<file path="src/rtl/tucanos_dispatcher.sv">
// -----------------------------------------------------------------------------
// tucanos_dispatcher
//
// OS-side counterpart of the process watchdog. A watchdog event (quantum
// expiry, WAIT or HALT) saves the PC of the interrupted user process and sends
// the CPU into the OS. An OS RESUME instruction picks the next READY process in
// round-robin order and sends the CPU to that process's saved PC. The block
// tracks the status of the three user processes.
//
// Ports
//   clock            in   system clock, rising edge
//   reset_n          in   synchronous reset, active low
//   jump_enabler     in   watchdog jump request (level; acts on its rising edge)
//   state_register   in   watchdog cause: 1..3 quantum expiry, 4 WAIT, 5 HALT
//   program_counter  in   current fetch PC
//   opcode           in   current instruction opcode
//   io_done          in   1-cycle pulse: I/O finished for process io_pid
//   io_pid           in   process index (1..3) qualified by io_done
//   os_jump          out  1-cycle pulse: branch to jump_address (OS entry)
//   resume_jump      out  1-cycle pulse: branch to jump_address (resume)
//   jump_address     out  branch target, valid while a jump pulse is high
//   current_process  out  running / last dispatched process, 0 = none yet
//   process_status   out  2 bits per process, [1:0] = p1
//                         (00 READY, 01 WAITING, 10 HALTED)
//   all_halted       out  sticky: every process has halted
//   dbg_state        out  FSM state (0 OS, 1 RUN, 2 DONE)
//
// Pulse semantics: os_jump and resume_jump are never high together. Each is
// high for exactly one cycle, and jump_address is meaningful only in that
// cycle. There is no back-pressure. The consumer must take the branch in the
// cycle in which the pulse is seen.
// -----------------------------------------------------------------------------
module tucanos_dispatcher #(
  parameter int unsigned        PC_WIDTH      = 12,
  parameter logic [PC_WIDTH-1:0] OS_BASE      = 12'd256,
  parameter logic [PC_WIDTH-1:0] P1_BASE      = 12'd512,
  parameter logic [PC_WIDTH-1:0] P2_BASE      = 12'd1024,
  parameter logic [PC_WIDTH-1:0] P3_BASE      = 12'd1536,
  parameter logic [5:0]          RESUME_OPCODE = 6'b011111
) (
  input  logic                clock,
  input  logic                reset_n,
  input  logic                jump_enabler,
  input  logic [31:0]         state_register,
  input  logic [PC_WIDTH-1:0] program_counter,
  input  logic [5:0]          opcode,
  input  logic                io_done,
  input  logic [1:0]          io_pid,
  output logic                os_jump,
  output logic                resume_jump,
  output logic [PC_WIDTH-1:0] jump_address,
  output logic [1:0]          current_process,
  output logic [5:0]          process_status,
  output logic                all_halted,
  output logic [1:0]          dbg_state
);

  typedef enum logic [1:0] {
    S_OS   = 2'd0,
    S_RUN  = 2'd1,
    S_DONE = 2'd2
  } state_t;

  localparam logic [1:0] ST_READY   = 2'b00;
  localparam logic [1:0] ST_WAITING = 2'b01;
  localparam logic [1:0] ST_HALTED  = 2'b10;

  state_t              state_q, state_d;
  logic                jump_en_q, jump_en_d;
  logic                os_jump_q, os_jump_d;
  logic                resume_jump_q, resume_jump_d;
  logic [PC_WIDTH-1:0] jump_address_q, jump_address_d;
  logic [1:0]          current_process_q, current_process_d;
  logic                all_halted_q, all_halted_d;

  // Entry 0 is an unused slot. It keeps io_pid=0 and current_process=0
  // lookups in range. It is never written after reset.
  logic [PC_WIDTH-1:0] saved_pc_q [0:3];
  logic [PC_WIDTH-1:0] saved_pc_d [0:3];
  logic [1:0]          status_q   [0:3];
  logic [1:0]          status_d   [0:3];

  logic                jump_rise;
  logic                resume_req;
  logic                every_halted;
  logic                found;
  logic [1:0]          pick;
  logic [2:0]          cand;

  assign jump_rise    = jump_enabler & ~jump_en_q;
  assign resume_req   = (opcode == RESUME_OPCODE) && (program_counter >= OS_BASE);
  assign every_halted = (status_q[1] == ST_HALTED) && (status_q[2] == ST_HALTED) &&
                        (status_q[3] == ST_HALTED);

  always_comb begin
    state_d           = state_q;
    jump_en_d         = jump_enabler;
    os_jump_d         = 1'b0;
    resume_jump_d     = 1'b0;
    jump_address_d    = jump_address_q;
    current_process_d = current_process_q;
    all_halted_d      = all_halted_q;
    saved_pc_d        = saved_pc_q;
    status_d          = status_q;
    found             = 1'b0;
    pick              = 2'd0;
    cand              = 3'd0;

    // I/O completion is applied first. A WAIT event in the same cycle for
    // the same process overrides it further down.
    if (io_done && (status_q[io_pid] == ST_WAITING)) begin
      status_d[io_pid] = ST_READY;
    end

    case (state_q)
      S_RUN: begin
        if (jump_rise) begin
          // WAIT and HALT retire the trapping instruction, so the process
          // resumes after it. A quantum expiry re-executes the current PC.
          case (state_register)
            32'd4: begin
              saved_pc_d[current_process_q] = program_counter + PC_WIDTH'(1);
              status_d[current_process_q]   = ST_WAITING;
            end
            32'd5: begin
              saved_pc_d[current_process_q] = program_counter + PC_WIDTH'(1);
              status_d[current_process_q]   = ST_HALTED;
            end
            default: begin
              saved_pc_d[current_process_q] = program_counter;
            end
          endcase
          os_jump_d      = 1'b1;
          jump_address_d = OS_BASE;
          state_d        = S_OS;
        end
      end

      S_OS: begin
        if (resume_req) begin
          // Round-robin scan: current+1, current+2, current+3, wrapping 3->1.
          // The scan uses registered status. A same-cycle io_done does not
          // affect this scan.
          for (int k = 1; k < 4; k++) begin
            cand = {1'b0, current_process_q} + 3'(k);
            if (cand > 3'd3) cand = cand - 3'd3;
            if (!found && (status_q[cand[1:0]] == ST_READY)) begin
              found = 1'b1;
              pick  = cand[1:0];
            end
          end
          if (found) begin
            resume_jump_d     = 1'b1;
            jump_address_d    = saved_pc_q[pick];
            current_process_d = pick;
            state_d           = S_RUN;
          end else if (every_halted) begin
            all_halted_d = 1'b1;
            state_d      = S_DONE;
          end
          // Otherwise some process is still waiting on I/O. Stay in OS and
          // let the OS reissue RESUME.
        end
      end

      S_DONE: begin
      end

      default: state_d = S_OS;
    endcase
  end

  always_ff @(posedge clock) begin
    if (!reset_n) begin
      state_q           <= S_OS;
      jump_en_q         <= 1'b0;
      os_jump_q         <= 1'b0;
      resume_jump_q     <= 1'b0;
      jump_address_q    <= '0;
      current_process_q <= 2'd0;
      all_halted_q      <= 1'b0;
      saved_pc_q[0]     <= '0;
      saved_pc_q[1]     <= P1_BASE;
      saved_pc_q[2]     <= P2_BASE;
      saved_pc_q[3]     <= P3_BASE;
      for (int i = 0; i < 4; i++) status_q[i] <= ST_READY;
    end else begin
      state_q           <= state_d;
      jump_en_q         <= jump_en_d;
      os_jump_q         <= os_jump_d;
      resume_jump_q     <= resume_jump_d;
      jump_address_q    <= jump_address_d;
      current_process_q <= current_process_d;
      all_halted_q      <= all_halted_d;
      for (int i = 0; i < 4; i++) begin
        saved_pc_q[i] <= saved_pc_d[i];
        status_q[i]   <= status_d[i];
      end
    end
  end

  assign os_jump         = os_jump_q;
  assign resume_jump     = resume_jump_q;
  assign jump_address    = jump_address_q;
  assign current_process = current_process_q;
  assign process_status  = {status_q[3], status_q[2], status_q[1]};
  assign all_halted      = all_halted_q;
  assign dbg_state       = state_q;

endmodule

</file>
<file path="config.mk">
export PLATFORM = sky130hd
export DESIGN_NAME = tucanos_dispatcher
export DESIGN_NICKNAME = d
export VERILOG_FILES = /design/src/rtl/tucanos_dispatcher.sv
export SDC_FILE = /design/constraint.sdc
export NUM_CORES = 1
export LEC_CHECK = 0
export CORE_ASPECT_RATIO = 1.1
export CORE_MARGIN = 3
export CORE_UTILIZATION = 45
export CTS_CLUSTER_SIZE = 28
export DETAILED_ROUTE_END_ITERATION = 6
export PLACE_DENSITY_LB_ADDON = 0.12
export SLEW_MARGIN = 40
export SYNTH_ARGS = -nofsm -noshare
export SYNTH_HDL_FRONTEND = slang
export SYNTH_SLANG_ARGS = --single-unit
</file>
<file path="constraint.sdc">
create_clock -name clock -period 3.35 [get_ports clock]
set_clock_uncertainty 0.15 [all_clocks]
set_input_delay 0.67 -clock clock [delete_from_list [all_inputs] [get_ports clock]]
set_output_delay 0.67 -clock clock [all_outputs]
set_load 0.02 [all_outputs]
</file>
==> flow_summary.ini, run 1 <==
[synthesis]
seq_area_frac_synth_pct = 40.9
yosysTopAreaCellShare_pct = 40.9
synthTopCellsByArea = dfxtp_1 41%, o21ai_0 6.9%, a21oi_1 6.3%, nor2_1 4.6%, mux2_2 4.5%
netlist-cell-type-count = 55
synth_common_cells = 76 x dfxtp_1, 51 x o21ai_0, 47 x a21oi_1
synth_top_area_cell = dfxtp_1
ys_seq_elements = 76
syn_area_um2 = 3720
synthFlopType = dfxtp_1
synth_edf_count = 0
yosysMostFrequentCell = dfxtp_1
netlist_instances = 433
mappedNetlistNets = 495
synthArstFlopShare_pct = 0
synth_warnings = 0
syn_area_per_cell_um2 = 8.59

[sta]
drv_slew = 0
rsz0062_at_grt = no
finalHoldViolations = 0
finalSetupViolations = 0
fmax_mhz = 324
min_period_over_period_pct = 92.2
worstMarginPinSlew_ps = 557
fin_crit_ps = 3090
slew_headroom_pct = 62.9
tns_ps = 0

[layout]
drive_gt1_share_pct = 11.8
antenna_cells = 0
nets = 565
area_growth_pct = 30.0
fin_area_um2 = 4830

[floorplan]
rows = 34
fp.coreArea_um2 = 7960
pin_count = 81
initial_core_util_pct = 46.7
die_y_um = 101
dieArea_um2 = 9390
die_x_um = 92.7

[cts]
cts_root_buf = clkbuf_8
post_cts_resized = 0
cts.clk_slew.worst_paths_ps = 80
clockBufferDepth = 2
insertion_delay_ps = 350
cts_tree = built
cts_htree_levels = 3
postCtsSetupBuffers = 0
cts_made_buffers = 9
holdBufCountCts = 0
cts_num_sinks = 76

[job]
max_cap_viol_count = 0

[drt]
ant_nets = 0
drt_iter0_drc = 252
vias = 3522
wirelength_mm = 9.90
drc = 0
wl_per_cell_um = 16.1
detail_route.first_pass.iterations = 5
vias_per_cell = 5.72

[critical_path]
crit_fanout = 13
reg2reg_depth = 8
end_kind = register
cp.arrival_ps = 3170
critPathRequiredTime_ps = 3430
reg2reg_from = current_process[0]
r2r_slack_ps = 260
path_class = reg2reg
cp-start-kind = register
r2r-end = jump_address[6]

[hold_path]
min-delay-start = jump_address[1]
min_to = jump_address[1]
hold_path_depth = 1
hold_class = reg2reg

[power_and_ir_drop]
peakVddDrop_v = 0.000239
power.leakage_nw = 1.68
p_per_area_nw_per_um2 = 379

[global_route]
grt_max_degree = 41
grt_overflow = 0
antenna_found_initial = 0
grt_pass1_wl_mm = 16.1
grt_pass1_vias = 3330
grt_usage_pct = 21.6

[placement]
gp_congestion = 0.880
place_area_um2 = 4610
portBuffers = 80
post-dp-hpwl_mm = 6.94

[outcome]
status = finished clean
-- routing by layer --
metal / track usage [%] / routed length (um)
met5: 0 / 0
met2: 34.8 / 4590
met1: 29.4 / 4630
met4: 7.67 / 132
met3: 3.57 / 540
-- report_power, final --
group          internal, mW  total (mW)  leakage, nW  switching [mW]
combinational        0.0837       0.152        0.959          0.0686
sequential            0.905       0.906        0.612         0.00118
clock                 0.423       0.772        0.106           0.349
-- stage by stage --
stage	std cells	util (%)	worst slack, ps	total power, mW	hold WS, ps
floorplan	433	-	439	0.984	315
global placement	600	57.9	229	1.08	305
detailed placement	600	57.9	81.3	1.08	327
CTS	616	60.7	55.4	1.84	345
global route	616	60.8	58.1	1.89	361
finish	616	60.8	261	1.83	338
-- logic make-up after synthesis --
group	synth area share, %
AO/OA/AOI/OAI	23.5
AND/OR/NAND/NOR	18.6
flip-flops	40.9
buffers and inverters	5.76
multiplexers	6.56
XOR/XNOR	2.59
adder cells (fa/ha/maj)	2.02
-- state kept, by name (all words and copies together) (netlist names) --
| register | flops |
|---|---|
| status_q | 2 |
| jump_address | 12 |
| all_halted | 1 |
| current_process | 2 |
| saved_pc_q | 48 |
| process_status | 6 |
| jump_en_q | 1 |
| dbg_state | 2 |
| os_jump | 1 |
| resume_jump | 1 |
-- cell type report --
type / instances / area (um2)
Sequential cell: 76 / 1520
Multi-Input combinational cell: 313 / 1990
Tap cell: 108 / 135
Clock inverter: 7 / 97.6
Inverter: 9 / 33.8
Fill cell: 729 / 3120
Clock buffer: 9 / 124
Timing Repair Buffer: 94 / 931
-- critical path, stage by stage (launching register included) --
cell and delay, ps:
dfxtp_1 410, inv_1 90, ha_1 460, nor3b_1 220
a2111oi_2 520, a21o_1 170, nand2_2 260, mux2_2 360
a221o_1 330
-- placed cells by master (no fill, tap or decap), types with 6 or more instances in the layout --
cell              n
a211oi_1         13
and2_1            7
a21oi_1          46
buf_4            12
clkbuf_8          9
nor4_1           11
nor3_1            9
nand3_1          16
nor2_1           46
nand2_1          13
inv_1             7
dfxtp_1          76
xnor2_1           8
mux2_2           15
a221o_1          11
o21ai_0          51
ha_1              6
clkdlybuf4s50_1  80
-- worst max-delay path by stage --
stage                                  start               end  slack, ps  depth (start not counted)
after floorplan           current_process[0]   jump_address[0]        440                         10
after global placement    current_process[0]   jump_address[7]        230                          8
after detailed placement  current_process[0]   jump_address[7]         80                          8
after CTS                 current_process[0]  jump_address[10]         60                          8
after global routing      current_process[0]   jump_address[6]         60                          8
final                     current_process[0]   jump_address[6]        260                          8
(Power assumes the default switching activity.)
==> run 2, diff against run 1 <==
Settings changed: CORE_ASPECT_RATIO 1.1 to not set.
==> run 2 against run 1 <==
Effect of this change:
- largest power group unchanged
- sequential power barely moved
- first-iteration DRC count rose by 23%
- clock power rose by 7.9%
- die area barely moved
- critical endpoint is now jump_address[5]
- largest cell class unchanged
- setup slack improved by 34 ps
- global-route usage rose by 0.17 points
- routed wire length rose by 1.6%
==> flow_summary.ini, run 2 (synthesis results as in run 1) <==
[outcome]
status = finished clean

[floorplan]
dieArea_um2 = 9390
rows = 32
initial_core_util_pct = 47.1
fp.coreArea_um2 = 7890
pin_count = 81
die_y_um = 96.9
die_x_um = 96.9

[sta]
drv_slew = 0
rsz0062_at_grt = no
worstMarginPinSlew_ps = 546
fin_crit_ps = 3050
finalHoldViolations = 0
slew_headroom_pct = 63.4
fmax_mhz = 327
min_period_over_period_pct = 91.2
finalSetupViolations = 0
tns_ps = 0

[critical_path]
end_kind = register
startpoint = current_process[1]
reg2reg_depth = 8
r2r_slack_ps = 300
cp_cell_sequence = inv_1, ha_1, nor2b_1, a2111oi_2, a21o_1, nand2_2, mux2_2, a221o_1
endpoint = jump_address[5]
critPathRequiredTime_ps = 3440
path_class = reg2reg
max_stage_delay_ps = 530
r2r-end = jump_address[5]
reg2reg_from = current_process[1]
critPathSlowestCell = ha_1
cp.arrival_ps = 3140
cp-start-kind = register
crit_fanout = 13

[cts]
post_cts_resized = 0
cts_num_sinks = 76
cts_made_buffers = 9
holdBufCountCts = 0
cts_root_buf = clkbuf_8
cts_tree = built
cts.clk_slew.worst_paths_ps = 80
cts_htree_levels = 3
insertion_delay_ps = 350
postCtsSetupBuffers = 0
clockBufferDepth = 2

[layout]
regMostFlops = saved_pc_q
area_growth_pct = 29.9
final_cell_mix = 80 x clkdlybuf4s50_1, 76 x dfxtp_1, 51 x o21ai_0
largest_reg_flops = 48
fin_area_um2 = 4830
antenna_cells = 0
utilization_pct = 61.2
drive_gt1_share_pct = 11.6
layout_commonest_cell = clkdlybuf4s50_1
nets = 565

[global_route]
grt_pass1_wl_mm = 16.8
antenna_found_initial = 0
grt_pass1_vias = 3418
grt_overflow = 0
grt_usage_pct = 21.7
grt_max_degree = 41

[job]
max_cap_viol_count = 0

[power_and_ir_drop]
power.leakage_nw = 1.69
finalPower_mw = 1.89
p_per_area_nw_per_um2 = 392
peakVddDrop_v = 0.000252

[placement]
gp_congestion = 0.859
place_area_um2 = 4580
portBuffers = 80
post-dp-hpwl_mm = 7.22

[drt]
wirelength_mm = 10.1
vias_per_cell = 5.82
drc = 0
detail_route.first_pass.iterations = 5
drt_iter0_drc = 311
ant_nets = 0
wl_per_cell_um = 16.5
vias = 3546

[hold_path]
hold_class = reg2reg
==> run 2: metal layers <==
metal	track usage (%)	part of all wire (%)	vias up
li1	-	-	1721
met1	30.2	47	1660
met2	32.5	44	142
met3	3.97	6.4	23
met4	10.3	2.3	0
met5	0	0	-
==> run 2: metrics by stage <==
stage,worst slack [ps],instances,hold slack [ps]
finish,295,609,337
global route,91.2,609,351
CTS,234,609,336
detailed placement,230,594,317
global placement,275,594,303
floorplan,439,433,315
==> run 2: where the power goes <==
| part | switching (mW) | internal, mW | total, mW | leakage [nW] |
|---|---|---|---|---|
| combinational | 0.0695 | 0.0837 | 0.153 | 0.956 |
| sequential | 0.00123 | 0.905 | 0.906 | 0.612 |
| clock | 0.325 | 0.508 | 0.833 | 0.122 |
==> run 2: worst max-delay path, delay by kind of cell (launching register included) <==
family	cells	cell delay, ps
mux	1	380
simple gates	2	430
buf+inv	1	90
compound gates	3	930
fa+ha+maj	1	530
flops	1	430
==> run 2: worst min path at each step <==
stage / start / endpoint / slack, ps / cells after the start
after floorplan: saved_pc_q[22] / saved_pc_q[22] / 310 / 2
final: all_halted / all_halted / 340 / 2
after global routing: jump_address[2] / jump_address[2] / 350 / 1
after CTS: all_halted / all_halted / 340 / 2
after global placement: all_halted / all_halted / 300 / 2
after detailed placement: all_halted / all_halted / 320 / 2
==> run 2: final cells by class <==
type,instances,area (um2)
multi-input cells,313,1990
well taps,102,128
clock inverters,5,100
flip-flops and latches,76,1520
fillers,714,3060
inverters,9,33.8
repair buffers,94,918
clock buffers,10,138
